$ cat src/rtl/uart_pkg.sv
// uart_pkg: bit timing shared with the transmitter and the receiver state encoding.
package uart_pkg;
    localparam int CYCLES_PER_BIT_DEFAULT = 10416;
    typedef enum logic [1:0] {
        IDLE  = 2'd0,
        START = 2'd1,
        DATA  = 2'd2,
        STOP  = 2'd3
    } rx_state_t;
endpackage

$ cat src/rtl/uart_byte_rx_if.sv
// uart_byte_rx_if: serial input plus received-byte port of the UART receiver.
interface uart_byte_rx_if;
    logic       uart_rx;
    logic [7:0] data;
    logic       valid;
    logic       frame_err;
    logic       busy;
    modport master (input uart_rx, output data, valid, frame_err, busy);
    modport slave (output uart_rx, input data, valid, frame_err, busy);
endinterface

$ cat src/rtl/uart_rx_sync.sv
// uart_rx_sync: two-flop synchronizer plus history flop, flags a falling edge on the line.
module uart_rx_sync (
    input  logic clk,
    input  logic rst,
    input  logic uart_rx,
    output logic rx_s,
    output logic fall
);
    logic s1, s2, hist;
    always_ff @(posedge clk or negedge rst) begin
        if (!rst) begin
            s1   <= 1'b1;
            s2   <= 1'b1;
            hist <= 1'b1;
        end else begin
            s1   <= uart_rx;
            s2   <= s1;
            hist <= s2;
        end
    end
    assign rx_s = s2;
    assign fall = hist & ~s2;
endmodule

$ cat src/rtl/uart_byte_rx.sv
// uart_byte_rx: 8N1 receiver sampling at mid-bit; one-cycle valid / frame_err strobes.
module uart_byte_rx
    import uart_pkg::*;
#(
    parameter int CYCLES_PER_BIT = CYCLES_PER_BIT_DEFAULT,
    parameter int HALF_BIT       = CYCLES_PER_BIT / 2
) (
    input logic             clk,
    input logic             rst,
    uart_byte_rx_if.master  bus
);
    localparam int CW = $clog2(CYCLES_PER_BIT);
    rx_state_t   state, nxt;
    logic [CW-1:0] cnt;
    logic [2:0]  idx;
    logic [7:0]  sh, data_q;
    logic        valid_q, err_q;
    logic        rx_s, fall, half_hit, bit_hit, samp, ok, bad;
    uart_rx_sync u_sync (
        .clk     (clk),
        .rst     (rst),
        .uart_rx (bus.uart_rx),
        .rx_s    (rx_s),
        .fall    (fall)
    );
    assign half_hit = cnt == CW'(HALF_BIT - 1);
    assign bit_hit  = cnt == CW'(CYCLES_PER_BIT - 1);
    always_ff @(posedge clk or negedge rst) begin
        if (!rst) state <= IDLE;
        else      state <= nxt;
    end
    always_comb begin
        nxt = state;
        unique case (state)
            IDLE:  nxt = fall ? START : IDLE;
            START: nxt = half_hit ? (rx_s ? IDLE : DATA) : START;
            DATA:  nxt = (bit_hit && idx == 3'd7) ? STOP : DATA;
            STOP:  nxt = bit_hit ? IDLE : STOP;
        endcase
    end
    always_comb begin
        samp = state == DATA && bit_hit;
        ok   = state == STOP && bit_hit && rx_s;
        bad  = state == STOP && bit_hit && !rx_s;
    end
    // counter restarts on every state change and after each data sample
    always_ff @(posedge clk or negedge rst) begin
        if (!rst) begin
            cnt     <= '0;
            idx     <= '0;
            sh      <= '0;
            data_q  <= '0;
            valid_q <= 1'b0;
            err_q   <= 1'b0;
        end else begin
            cnt     <= (state == IDLE || nxt != state || samp) ? '0 : cnt + CW'(1);
            idx     <= samp ? idx + 3'd1 : idx;
            sh      <= samp ? {rx_s, sh[7:1]} : sh;
            data_q  <= ok ? sh : data_q;
            valid_q <= ok;
            err_q   <= bad;
        end
    end
    assign bus.data      = data_q;
    assign bus.valid     = valid_q;
    assign bus.frame_err = err_q;
    assign bus.busy      = state != IDLE;
endmodule

$ cat src/flat_wrapper.sv
// flat-port wrapper written by rule: the top's interface ports become plain ports
module uart_byte_rx_flat import uart_pkg::*;
#(
    parameter int CYCLES_PER_BIT = CYCLES_PER_BIT_DEFAULT,
    parameter int HALF_BIT       = CYCLES_PER_BIT / 2
)
  (clk, rst, bus_uart_rx, bus_data, bus_valid, bus_frame_err, bus_busy);
  uart_byte_rx_if bus_i ();
  input logic clk;
  input logic rst;
  input wire logic [$bits(bus_i.uart_rx)-1:0] bus_uart_rx;
  output wire logic [$bits(bus_i.data)-1:0] bus_data;
  output wire logic [$bits(bus_i.valid)-1:0] bus_valid;
  output wire logic [$bits(bus_i.frame_err)-1:0] bus_frame_err;
  output wire logic [$bits(bus_i.busy)-1:0] bus_busy;
  assign bus_i.uart_rx = bus_uart_rx;
  assign bus_data = bus_i.data;
  assign bus_valid = bus_i.valid;
  assign bus_frame_err = bus_i.frame_err;
  assign bus_busy = bus_i.busy;
  uart_byte_rx #(.CYCLES_PER_BIT(CYCLES_PER_BIT), .HALF_BIT(HALF_BIT)) u_core (.clk(clk), .rst(rst), .bus(bus_i));
endmodule
$ cat config.mk
export PLATFORM = sky130hd
export DESIGN_NAME = uart_byte_rx_flat
export DESIGN_NICKNAME = d
export VERILOG_FILES = /design/src/rtl/uart_pkg.sv /design/src/rtl/uart_byte_rx_if.sv /design/src/rtl/uart_rx_sync.sv /design/src/rtl/uart_byte_rx.sv /design/src/flat_wrapper.sv
export SDC_FILE = /design/constraint.sdc
export NUM_CORES = 1
export LEC_CHECK = 0
export CAP_MARGIN = 20
export CORE_MARGIN = 2
export CORE_UTILIZATION = 51
export CTS_CLUSTER_SIZE = 20
export DETAILED_ROUTE_END_ITERATION = 7
export GPL_TIMING_DRIVEN = 0
export PLACE_DENSITY_LB_ADDON = 0.25
export SLEW_MARGIN = 20
export SYNTH_ARGS = -nofsm -noshare
export SYNTH_HDL_FRONTEND = slang
export SYNTH_SLANG_ARGS = --single-unit
$ cat constraint.sdc
create_clock -name clk -period 1.9 [get_ports clk]
set_input_delay 0.38 -clock clk [delete_from_list [all_inputs] [get_ports clk]]
set_output_delay 0.38 -clock clk [all_outputs]
set_load 0.05 [all_outputs]
Yosys cells after proc, flatten, opt, wreduce, memory -nomap -nowiden. Cells that the tools add are included. Widths: inputs -> output; s select.

Register bits: 40. Input bits: 3. Output and inout bits: 11. Logic and storage cells: 38.

Bitwise gates (word level): 2. Add/subtract/negate cells: 2. Multiplexer cells: 7. Eq/ne operators: 7. Reduce and logical (&&, ||, !) cells: 10.

Operators with widths (number): $add 14x1->14 const B (1); $eq 14x13->1 const B (1); $eq 14x14->1 const B (1); $mux 14 (1); $pmux 2 s4 (1); $mux 2 (3); $logic_and 1x1->1 (5); $eq 2x2->1 const B (2); $add 3x1->3 const B (1); $eq 3x3->1 const B (1); $eq 2x1->1 const B (1); $logic_not 2->1 (1); $logic_or 1x1->1 (2); $mux 1 (2); $ne 2x2->1 (1); $reduce_bool 2->1 (1); $and 1x1->1 (1); $logic_not 1->1 (1); $not 1->1 (1).

Logic depth before layout (Yosys ltp). Gate-level depths: netlist of run 1.

Word-level depth: 8. Gate-level depth with buffers: 6. Mapped depth without buffers: 5.

Cells and area by module. A second synthesis of run 1 with hierarchy kept.

Cell total of the unflattened synthesis: 138. Area total of the unflattened synthesis: 1820.5 um^2.

By module, submodules not included: uart_byte_rx (area an instance 1727.9 um^2, seq. area each 925.9 um^2, cells an instance 134, instances 1); uart_rx_sync (area an instance 92.6 um^2, seq. area each 78.8 um^2, cells an instance 4, instances 1).

Worst setup path before layout of run 1. No wires, ideal clock.

Kind: flip-flop to flip-flop. Start point: register u_core.cnt[0]. End point: register u_core.idx[2]. Path buffers: 1. Data required time: 1.775 ns. Setup slack: 0.043 ns. Clock period less this slack: 1.857 ns. Stages on the path, launching flop included: 7. Data arrival time: 1.732 ns. Setup time: 0.125 ns. Cell sequence: dfrtp_1 ha_1 and4_1 nand4_4 nor3b_4 buf_6 mux2_4.

Word-level cells in the longest chain between the ends: 2.

RTL lines: start: declaration (line uart_byte_rx.sv:14) `logic [CW-1:0] cnt;`; start signal: assignment (line uart_byte_rx.sv:56) `cnt <= (state == IDLE || nxt != state || samp) ? '0 : cnt + CW'(1);`; $eq 14x14->1 (line uart_byte_rx.sv:27) `assign bit_hit = cnt == CW'(CYCLES_PER_BIT - 1);`; $logic_and 1x1->1 (line uart_byte_rx.sv:42) `samp = state == DATA && bit_hit;`; end signal: assignment (line uart_byte_rx.sv:57) `idx <= samp ? idx + 3'd1 : idx;`; end: declaration (line uart_byte_rx.sv:15) `logic [2:0] idx;`.

Every way passes these cells. A chain may end at the register's enable or synchronous reset.

Worst setup path in the final report of run 1.
Start point: register u_core.cnt[1]. End point: register u_core.sh[6].

Word-level cells in the longest chain between the ends: 2.

RTL lines: $eq 14x14->1 (line uart_byte_rx.sv:27); $logic_and 1x1->1 (line uart_byte_rx.sv:42); end signal: assignment (line uart_byte_rx.sv:58) `sh <= samp ? {rx_s, sh[7:1]} : sh;`; end: declaration (line uart_byte_rx.sv:16) `logic [7:0] sh, data_q;`.

Every way passes these cells.

==> run metrics, run 1 <==
status=completed; RSZ-0062 raised after global routing=true; worst hold margin=0.363 ns; largest net degree at the start of global routing=25; most frequent cell after synthesis=dfrtp_1; setup violators final=0; maximum VDD drop=0.655 mV; initial antenna violation count=0; Post-Route Skew=0.0122 ns; first-pass GRT wire length=6.17 mm; total track usage=0.198; DPL Wire Length=2.28 mm; vias in the first global route=1232; CP max FO=6; Clk Tree Root Cell=clkbuf_4; Distinct cells, synth=40; Area Growth Syn to Fin=25.5%; layout net count=183; # fillers=266; Hold Fails Final Rpt=0; H-Tree Depth=2; Syn Inst Count=~140; Area contributors post-synth=dfrtp_1 (50%), mux2_4 (7.3%), mux2_2 (5.5%), dfstp_2 (4.3%), xor2_1 (3.8%); critical path data required time=2.14 ns; fin cells=approximately 220; design area=approximately 2300 um2; placed cells=201; # DRC=0; Fmax=approximately 530 MHz; total power=2.16 mW; 1st-pass router iterations=4; Post-DRT Antenna Nets=0; Max-Cap Viols=0; Final Worst Setup Slack=0.0123 ns; Synth Register Bits=40; Avg Vias per Cell=5.38; area of the die=between 4000 and 5000 um2; post-layout min period=1.89 ns; wirelength, routed=3.44 mm; Placed Area=just over 2000 um2; YS warnings=0; CP Launch Type=register; Die X-Extent=64.2 um; Slew Viols, Final=0; gp weighted congestion=0.829; number of clock sinks=40; global route overflow=0; clk slew on worst S/H paths=0.11 ns; Async S/R FF share, synth=1.00; WL/cell=~15 um; Ant. Diodes=0; pre-CTS setup slack=-0.152 ns; Slew headroom=0.662; Worst-Margin Slew=approximately 0.51 ns; Core Area=3420 um2; Mapped Nets=147; die height=64.2 um; Synth Cell Area=1850 um2; via count=1206; # rows=21; Pleak=~1.1 nW; violation count after the first detailed-route iteration=roughly 110; Pwr Density=930 nW/um2; largest area contributor in the netlist=dfrtp_1; Setup crit end kind=register; sequential area share after synthesis=0.544; share of the synthesized area in the top cell type=0.501; top cells by count, synth=dfrtp_1 (37), nor2_1 (15), mux2_2 (9), mux2_4 (9); worst hold path type=reg -> reg; Num CTS Buffers=5; Synth Flop Type=dfrtp_1; clock buffer depth=2; CP Class=reg -> reg; Port Buffers=13; initial core utilization=0.541; clock latency on the worst-skew pair=0.35 ns; Post-synth EDFFs=0; CP arrival=2.13 ns; Syn Area/Cell=13.1 um2; share of layout cells above drive strength 1=0.376; I/O pin total=14; post-route clock period utilization=0.994; CTS tree=done
## stage by stage
step                utilization  TNS [ns]
floorplan                     -         0
global placement          0.596    -18.04
detailed placement        0.603     -2.64
CTS                       0.665    -0.252
global route              0.679    -0.734
finish                    0.679         0
## logic make-up after synthesis
group           count (synthesis)  share of synthesized area
simple gates                   58                      0.207
compound gates                  5                     0.0230
xor+xnor                       12                     0.0569
fa+ha+maj                       3                     0.0203
flops                          40                      0.544
mux                            18                      0.128
buf+inv                         5                     0.0210
## critical path, stage by stage (launching register included)
cell and delay, ns:
dfrtp_1 0.38, ha_2 0.20, and4_4 0.26, nand4_4 0.19, nor3b_4 0.28, buf_6 0.17, mux2_4 0.30
## layer usage
metal  routed length (um)  up-vias  global-route usage
met3                  147        8              0.0581
met5                    0        -                   0
met4                   80        0              0.0718
li1                     -      576                   -
met1                 1420      589               0.233
met2                 1790       33               0.341
## final timing paths
path                             startpoint  cells past startpoint  slack (ns)                  to
max                           u_core.cnt[1]                      6        0.01        u_core.sh[6]
max in group asynchronous               rst                      3        0.94  u_core.bus.data[5]
min                        u_core.u_sync.s1                      0        0.36  u_core.u_sync.rx_s
max reg2reg                   u_core.cnt[1]                      6        0.01        u_core.sh[6]
min reg2reg                u_core.u_sync.s1                      0        0.36  u_core.u_sync.rx_s
min in group asynchronous               rst                      2        0.50       u_core.idx[1]
## flip-flops by register name, indices dropped and copies added (netlist names)
register              cells
u_core.idx                3
u_core.u_sync.s1          1
u_core.sh                 8
u_core.bus.frame_err      1
u_core.u_sync.rx_s        1
u_core.bus.data           8
u_core.u_sync.hist        1
u_core.bus.valid          1
u_core.cnt               14
u_core.state              2
## cell usage in the layout, fill, tap and decap left out, types with 2 or more instances in the layout
cell            count
dfrtp_1            35
buf_4              14
nor4bb_1            2
nor3b_1             2
nand2_1             6
mux2_4             10
nand4_1             3
ha_1                2
mux2_2              8
xor2_1              7
dlymetal6s2s_1      2
bufinv_16           3
nor2_1             15
nand3_1             8
dlygate4sd2_1       8
buf_2               2
xnor2_1             4
nor2b_1             2
dfrtp_2             2
clkbuf_4            5
buf_6               4
nor3_1              2
dfstp_2             3
or4_1               2
## area by class of cell
| class | instances | area [um2] | share of cell area |
|---|---|---|---|
| clock buffer | 5 | 37.5 | 0.0162 |
| multi-input combinational | 96 | 821 | 0.354 |
| clock inverter | 3 | 90.1 | 0.0388 |
| tap | 46 | 57.6 | 0.0248 |
| sequential | 40 | 1010 | 0.434 |
| inverter | 1 | 3.75 | 0.00162 |
| buffer | 4 | 41.3 | 0.0178 |
| timing repair buffer | 29 | 262 | 0.113 |
## what timing repair did
item	4_1_cts	5_1_grt
cloned	1	0
setup endpoints to repair	37	26
resized for setup	18	9
hold buffers	1	0
endpoints found under the hold margin	13	0
pin swaps	5	5
buffers inserted	8	5
## where the power goes
part	switching, mW	internal [mW]
combinational	0.167	0.198
sequential	0.0623	0.911
clock	0.278	0.542
total	0.508	1.65
No activity file was read; power rests on OpenSTA's default activity.
==> inputs of run 2 (changes only) <==
--- a/config.mk
+++ b/config.mk
@@ -7,9 +7,10 @@
 export LEC_CHECK = 0
 export CAP_MARGIN = 20
 export CORE_MARGIN = 2
-export CORE_UTILIZATION = 51
+export CORE_UTILIZATION = 35
 export CTS_CLUSTER_SIZE = 20
 export DETAILED_ROUTE_END_ITERATION = 7
+export DONT_BUFFER_PORTS = 1
 export GPL_TIMING_DRIVEN = 0
 export PLACE_DENSITY_LB_ADDON = 0.25
 export SLEW_MARGIN = 20
==> run 2 against run 1 <==
Against the previous run:
- worst setup slack lost 0.013 ns
- critical path depth is the same
- maximum frequency shrank 0.66%
- highest routed layer unchanged
- the flow now finishes with violations (setup timing)
- first-iteration DRC count shrank 52%
- sequential power grew 1%
- largest power group unchanged
- global-route usage shrank 7.0 points
- hold slack lost 0.29 ns
- clock power shrank 13%
- sequential share of layout area grew 2.8 points
- largest cell class unchanged
==> run metrics, run 2 (synthesized netlist as in run 1, its figures left out) <==
CP arrival=2.09 ns; DPL Wire Length=2.14 mm; via count=1113; CP Class=reg -> reg; setup violators final=2; area of the die=5880 um2; Placed Area=1940 um2; RSZ-0062 raised after global routing=true; Die X-Extent=roughly 77 um; Ant. Diodes=0; number of flip-flops in the largest register=14; wirelength, routed=between 3 and 4 mm; Port Buffers=0; layout net count=~160; WL/cell=roughly 15 um; post-layout min period=1.90 ns; design area=roughly 2200 um2; failing checks=setup timing; number of clock sinks=40; initial core utilization=0.362; largest net degree at the start of global routing=41; Final Worst Setup Slack=-0.000264 ns; setup TNS=-0.000268 ns; commonest non-fill, non-tap cells in the layout=dfrtp_1 (37), nor2_1 (15), mux2_4 (12); violation count after the first detailed-route iteration=50; vias in the first global route=1188; Slew Viols, Final=0; H-Tree Depth=2; CP max FO=6; # rows=26; Hold Fails Final Rpt=0; Clk Tree Root Cell=clkbuf_8; most common cell after layout, fill and taps aside=dfrtp_1; die height=76.7 um; Pleak=0.984 nW; status=complete, but fails checks; clock buffer depth=2; # DRC=0; Core Area=5110 um2; Fmax=526 MHz; first-pass GRT wire length=5.85 mm; Post-DRT Antenna Nets=0; CTS tree=done; Setup crit end kind=register; post-route clock period utilization=1.00; maximum VDD drop=between 0.4 and 0.5 mV; I/O pin total=14; CP Launch Type=register; Area Growth Syn to Fin=17.7%; worst hold path type=in -> reg; share of layout cells above drive strength 1=0.352; Num CTS Buffers=5; gp weighted congestion=0.846; Pwr Density=between 900 and 1000 nW/um2; clock latency on the worst-skew pair=0.29 ns; global route overflow=0; initial antenna violation count=0; Biggest register=u_core.cnt; Worst-Margin Slew=about 0.48 ns; 1st-pass router iterations=2; Slew headroom=0.677; Max-Cap Viols=0; critical path data required time=2.09 ns; clk slew on worst S/H paths=0.08 ns; Avg Vias per Cell=4.86; total track usage=0.128; Post-Route Skew=0.00425 ns
[run 2: changes by cell type in the layout (fill, tap and decap cells not counted), sizes merged]
cell	before	now
dlymetal6s2s	2	0
clkdlybuf4s50	1	0
buf	21	13
clkinv	0	2
bufinv	3	1
dlygate4sd2	8	0
[run 2: path summary, 6_finish.rpt]
kind / startpoint / end / slack, ns / cells after the start
min in group asynchronous: rst / u_core.bus.data[1] / 0.54 / 2
setup reg to reg: u_core.cnt[1] / u_core.sh[3] / -0.0003 / 6
hold reg to reg: u_core.u_sync.s1 / u_core.u_sync.rx_s / 0.36 / 0
max in group asynchronous: rst / u_core.u_sync.s1 / 1.11 / 2
setup / recovery: u_core.cnt[1] / u_core.sh[3] / -0.0003 / 6
hold / removal: bus_uart_rx / u_core.u_sync.s1 / 0.08 / 0
[run 2: where the power goes]
| group | switching (mW) | internal [mW] | leakage (nW) |
|---|---|---|---|
| registers | 0.0721 | 0.911 | 0.538 |
| logic | 0.158 | 0.158 | 0.388 |
| clock network | 0.316 | 0.396 | 0.0583 |
| total | 0.547 | 1.46 | 0.984 |
[run 2: layer usage]
layer / vias to the layer above / routed length, um / global-route usage
met2: 15 / 1660 / 0.211
met5: - / 0 / 0
met4: 0 / 52 / 0.0600
li1: 531 / - / -
met1: 562 / 1570 / 0.155
met3: 5 / 97 / 0.0341
[run 2: final cells by class]
class	instances	area (um2)
fill	483	2930
sequential	40	1000
multi-input combinational	96	831
timing repair buffer	11	105
tap	70	87.6
clock buffer	5	68.8
clock inverter	3	47.5
buffer	3	27.5
inverter	1	3.75
[run 2: worst max-delay path, stage by stage, from the launching register on]
cell	delay [ns]
dfrtp_1	0.43
ha_4	0.18
and4_4	0.25
nand4_4	0.17
nor3b_4	0.28
buf_6	0.17
mux2_4	0.30
[run 2: stage by stage]
step / total power, mW / util / cells / hold WS (ns) / setup WS, ns
detailed placement: 1.23 / 0.379 / 211 / 0.0854 / -0.158
global placement: 1.22 / 0.379 / 211 / 0.0853 / -0.119
CTS: 2.01 / 0.420 / 226 / 0.0663 / -0.0427
floorplan: 1.18 / - / 141 / 0.0844 / 0.0429
finish: 2.01 / 0.426 / 229 / 0.0769 / -0.000264
global route: 2.12 / 0.426 / 229 / 0.0607 / -0.0977
[run 2: timing repair]
action	4_1_cts	5_1_grt
setup endpoints to repair	28	25
setup buffers	4	4
gates cloned	1	0
resized for setup	8	3
pin swaps	4	4
hold buffers	2	0
endpoints found under the hold margin	40	0
